[src/rtl/fusion_mac_ctrl.sv]
`default_nettype none
// ============================================================================
// Module  : fusion_mac_ctrl
// Brief   : Job sequencer for a fusion MAC array: latches precision/sign mode,
//           meters operand beats and presents the accumulated result.
// Revision: 1.0 - initial release
// ============================================================================
module fusion_mac_ctrl #(
    parameter int CNT_WIDTH  = 16,
    parameter int PIPE_DEPTH = 2
) (
    input  logic                 clk,
    input  logic                 reset,
    input  logic                 cfg_valid,
    output logic                 cfg_ready,
    input  logic [1:0]           cfg_mode,
    input  logic [1:0]           cfg_sign_mode,
    input  logic [CNT_WIDTH-1:0] cfg_len,
    output logic [1:0]           mode,
    output logic [1:0]           sign_mode,
    input  logic                 src_valid,
    output logic                 src_ready,
    output logic                 acc_clear,
    output logic                 acc_en,
    output logic                 res_valid,
    input  logic                 res_ready,
    output logic                 busy
);

    localparam int                   c_DRAIN_W    = 4;
    localparam logic [c_DRAIN_W-1:0] c_DRAIN_LOAD = c_DRAIN_W'(PIPE_DEPTH - 1);
    localparam logic [c_DRAIN_W-1:0] c_DRAIN_ZERO = '0;
    localparam logic [CNT_WIDTH-1:0] c_CNT_ZERO   = '0;
    localparam logic [CNT_WIDTH-1:0] c_CNT_ONE    = CNT_WIDTH'(1);

    typedef enum logic [1:0] {
        S_IDLE  = 2'd0,
        S_RUN   = 2'd1,
        S_DRAIN = 2'd2,
        S_HOLD  = 2'd3
    } state_t;

    state_t                 r_state;
    logic                   r_armed;
    logic [CNT_WIDTH-1:0]   r_beat_cnt;
    logic [c_DRAIN_W-1:0]   r_drain_cnt;
    logic [1:0]             r_mode;
    logic [1:0]             r_sign_mode;

    logic w_accept;
    logic w_beat;
    logic w_res_valid;
    logic w_res_hs;

    // r_armed keeps cfg_ready low while reset is held and for no longer.
    assign cfg_ready   = (r_state == S_IDLE) && r_armed;
    assign src_ready   = (r_state == S_RUN);
    assign w_accept    = cfg_valid && cfg_ready;
    assign w_beat      = src_valid && src_ready;

    // The last drain cycle already presents the result so that res_valid
    // rises exactly PIPE_DEPTH cycles after the final beat.
    assign w_res_valid = (r_state == S_HOLD) ||
                         ((r_state == S_DRAIN) && (r_drain_cnt == c_DRAIN_ZERO));
    assign w_res_hs    = w_res_valid && res_ready;

    assign acc_clear   = w_accept;
    assign acc_en      = w_beat;
    assign res_valid   = w_res_valid;
    assign busy        = (r_state != S_IDLE);
    assign mode        = r_mode;
    assign sign_mode   = r_sign_mode;

    always_ff @(posedge clk or posedge reset) begin
        if (reset) begin
            r_state     <= S_IDLE;
            r_armed     <= 1'b0;
            r_beat_cnt  <= c_CNT_ZERO;
            r_drain_cnt <= c_DRAIN_ZERO;
            r_mode      <= 2'd0;
            r_sign_mode <= 2'd0;
        end else begin
            r_armed <= 1'b1;
            case (r_state)
                S_IDLE: begin
                    if (w_accept) begin
                        r_mode      <= cfg_mode;
                        r_sign_mode <= cfg_sign_mode;
                        r_beat_cnt  <= cfg_len;
                        r_drain_cnt <= c_DRAIN_LOAD;
                        r_state     <= (cfg_len != c_CNT_ZERO) ? S_RUN : S_DRAIN;
                    end
                end
                S_RUN: begin
                    if (w_beat) begin
                        r_beat_cnt <= r_beat_cnt - c_CNT_ONE;
                        if (r_beat_cnt == c_CNT_ONE) begin
                            r_drain_cnt <= c_DRAIN_LOAD;
                            r_state     <= S_DRAIN;
                        end
                    end
                end
                S_DRAIN: begin
                    if (w_res_hs) begin
                        r_state <= S_IDLE;
                    end else if (r_drain_cnt == c_DRAIN_ZERO) begin
                        r_state <= S_HOLD;
                    end else begin
                        r_drain_cnt <= r_drain_cnt - 1'b1;
                    end
                end
                S_HOLD: begin
                    if (w_res_hs) begin
                        r_state <= S_IDLE;
                    end
                end
                default: r_state <= S_IDLE;
            endcase
        end
    end

endmodule
`default_nettype wire
[config.mk]
export PLATFORM = sky130hd
export DESIGN_NAME = fusion_mac_ctrl
export DESIGN_NICKNAME = d
export VERILOG_FILES = /design/src/rtl/fusion_mac_ctrl.sv
export SDC_FILE = /design/constraint.sdc
export NUM_CORES = 1
export LEC_CHECK = 0
export ABC_CLOCK_PERIOD_IN_PS = 2000
export CAP_MARGIN = 0
export CORE_ASPECT_RATIO = 0.7
export CORE_MARGIN = 2
export CORE_UTILIZATION = 47
export CTS_BUF_LIST = sky130_fd_sc_hd__clkbuf_8
export CTS_CLUSTER_SIZE = 12
export DETAILED_ROUTE_END_ITERATION = 7
export PLACE_DENSITY_LB_ADDON = 0.08
export SYNTH_ARGS = -nofsm -noshare
export SYNTH_HDL_FRONTEND = slang
export SYNTH_SLANG_ARGS = --single-unit
[constraint.sdc]
create_clock -name clk -period 2 [get_ports clk]
set_clock_uncertainty 0.15 [all_clocks]
set_input_delay 0.5 -clock clk [delete_from_list [all_inputs] [get_ports clk]]
set_output_delay 0.5 -clock clk [all_outputs]
set_load 0.03 [all_outputs]
==> impl_results.md <==
* H-tree levels at 1
* Routed vias at 1741
* Initial Util at 50.9%
* Yosys warning total at 0
* FF-to-FF setup slack at 0.10 ns
* Post-Syn Area per Cell at 8.91 µm²
* Vias in the first global route at 1580
* Detailed Route Iter0 Violations at 173
* Slowest-stage cell, CP: dfrtp_1
* Post-synthesis sequential area ratio at 40.8%
* # diodes at 0
* First-pass GRT wire length at 7270 µm
* Final core occ at 74.6%
* DP HPWL at 3250 µm
* Synth top area share at 40.8%
* Setup WS post-layout at -0.0326 ns
* FF+latch count, synth at 27
* CTS tree: built
* Top area cells in the synthesized netlist: dfrtp_1, a2bb2oi_1, nor2_1, o21ai_0, a21oi_1
* Final worst path period share at 102%
* Hold path start: sign_mode[0]$_DFFE_PP0P_
* Wire per inst at 15.4 µm
* Tmin final at 2.03 ns
* Synth Instances at 186
* Reg2reg path depth at 8
* Async S/R FF share, synth at 100%
* Worst r2r src: r_drain_cnt[0]$_DFFE_PP0P_
* Nets@finish at 281
* Crit Path Max Fanout at 2
* Post-synth EDFFs at 0
* DRC at 0
* Initial antenna violation count at 0
* Die height at 53.7 µm
* Failing checks: setup timing
* HP Class: reg2reg
* Layout Cells excl Fill at 298
* LEAKAGE at 1.05 nW
* Synth Cell Area at 1660 µm²
* Post-CTS Hold Buffers at 0
* CP max stage delay at 0.39 ns
* Final slew viol count at 0
* Worst Hold End: sign_mode[0]$_DFFE_PP0P_
* Final Cell Area at 2430 µm²
* Vias/cell at 5.84
* Final Total Pwr at 3.58 mW
* Post-synth top flop: dfrtp_1
* Share of cells above drive strength 1 at 25.9%
* R2r endpoint: r_drain_cnt[0]$_DFFE_PP0P_
* Hold path cells at 1
* Setup crit end kind: output pin
* Port bufs at 34
* Crit Path Class: reg2out
* Clock Pin Slew Worst Setup and Hold Paths at 0.10 ns
* Row cnt at 17
* Clk_lat worst skew at 0.27 ns
* Routed wire length at 4590 µm
* Boundary Pins at 35
* Max Root-Sink Buffers at 2
* Final setup fails at 1
* Setup WS pre-CTS at -0.184 ns
* Setup Total Neg Slack at -0.0326 ns
* Worst EP arrival at 1.38 ns
* PD cells at 1480 nW/µm²
* Max-Cap Viols at 0
* First-pass detailed-route iteration total at 5
* GRT Total Usage at 24.0%
* Routability congestion estimate at 0.818
* Area delta synth->final at 46.6%
* Remaining Overflow, GRT at 0
* Die ar. at 4020 µm²
* Fmax at 492 MHz
* Outcome: complete, but fails checks
* Multi-input logic area at 975 µm²
* Cell Chain, Critical Path: inv_2 > ha_4 > nor3b_4 > o21a_1 > buf_6
* Final hold viol count at 0
* RSZ-0062 raised after global routing: yes
* Min Hold Slack at 0.373 ns
* Critical path data required time at 1.35 ns
* Distinct cells, synth at 44
* TritonCTS Buffers at 3
* Largest net degree at the start of global routing at 28
* Syn Nets at 215
* Root buffer cell: clkbuf_8
* CTS Sinks at 27
* Yosys top cell by area: dfrtp_1
* Startpoint Class: flip-flop
* Filler cells at 224
* Storage cell area at 676 µm²
* ANT nets after route at 0
* Area post-placement at 2220 µm²
* Placed insts at 284
* Max VDD drop at 0.739 mV
* Core Box Area at 3250 µm²
* Die Width at 75.0 µm
## sequential cells by signal, summed over array words and instances, names as in the netlist
signal / cells
r_beat_cnt: 16
r_drain_cnt: 4
mode: 2
r_state: 2
sign_mode: 2
r_armed: 1
## cell families after synthesis
logic type	synth area share (%)
AND/OR/NAND/NOR	23.8
multiplexers	4.00
flip-flops	40.8
AO/OA/AOI/OAI	24.0
other	0.226
buffers and inverters	4.15
adder cells (fa/ha/maj)	3.02
## synth_stat cells, drive strengths merged, types with 4 or more instances
| cell type | instances |
|---|---|
| nor4 | 9 |
| o21ai | 13 |
| o22ai | 8 |
| dfrtp | 27 |
| a21oi | 12 |
| mux2 | 5 |
| ha | 4 |
| a22oi | 5 |
| nor3b | 4 |
| nor2 | 18 |
| inv | 8 |
| a2bb2oi | 8 |
| clkbuf | 9 |
| nand2 | 14 |
| nor3 | 4 |
| nand4 | 5 |
## how the worst max path moves through the flow
| stage | startpoint | endpoint | slack, ns | depth (start not counted) |
|---|---|---|---|---|
| 2_1_floorplan | r_state[1]$_DFFE_PP0P_ | acc_en | -0.04 | 5 |
| 3_3_place_gp | cfg_valid | r_state[0]$_DFFE_PP0P_ | -0.10 | 5 |
| 3_5_place_dp | cfg_len[5] | r_state[0]$_DFFE_PP0P_ | -0.18 | 5 |
| 4_1_cts | r_drain_cnt[0]$_DFFE_PP0P_ | res_valid | -0.02 | 5 |
| 5_1_grt | r_drain_cnt[0]$_DFFE_PP0P_ | res_valid | -0.12 | 5 |
| 6_report | r_drain_cnt[0]$_DFFE_PP0P_ | res_valid | -0.03 | 5 |
## per-layer routing
layer  wire (µm)  vias to the layer above  GRT usage (%)
li1            -                      832              -
met5           0                        -              0
met1        2130                      828           33.8
met4          46                        0           5.65
met3         367                        8           4.87
met2        2050                       73           38.2
## critical path, delay by kind of cell, from the launching register on
kind            cells  cell delay [ns]
compound gates      1             0.18
fa+ha+maj           1             0.13
buf+inv             2             0.23
flops               1             0.39
simple gates        1             0.18
## repair_timing
item	in CTS	in global routing
resized for setup	14	10
pin swaps	1	3
hold endpoints to repair	0	0
buffers inserted	7	3
setup endpoints to repair	6	10
## cell usage in the layout (no fill, tap or decap), types with 4 or more instances in the layout
master / count
nor2_1: 16
nand4_1: 5
buf_6: 6
dfrtp_1: 27
nor4_1: 6
o21ai_0: 13
a2bb2oi_1: 8
o22ai_1: 8
a22oi_1: 5
inv_1: 6
mux2_2: 4
nor3_1: 4
buf_4: 35
nand2_1: 13
clkdlybuf4s50_1: 26
a21oi_1: 12
## area by class of cell
cell class	count	share of cell area, %
inverter	8	1.24
clock inverter	1	0.155
timing repair buffer	71	26.5
tap	47	2.42
multi-input combinational	141	40.1
sequential	27	27.8
clock buffer	3	1.70
## power by group
part / switching, mW / total (mW) / internal (mW)
sequential: 0.306 / 1.11 / 0.800
combinational: 1.09 / 2.17 / 1.08
clock: 0.167 / 0.304 / 0.138
total: 1.57 / 3.58 / 2.02
No activity file was read; power rests on OpenSTA's default activity.
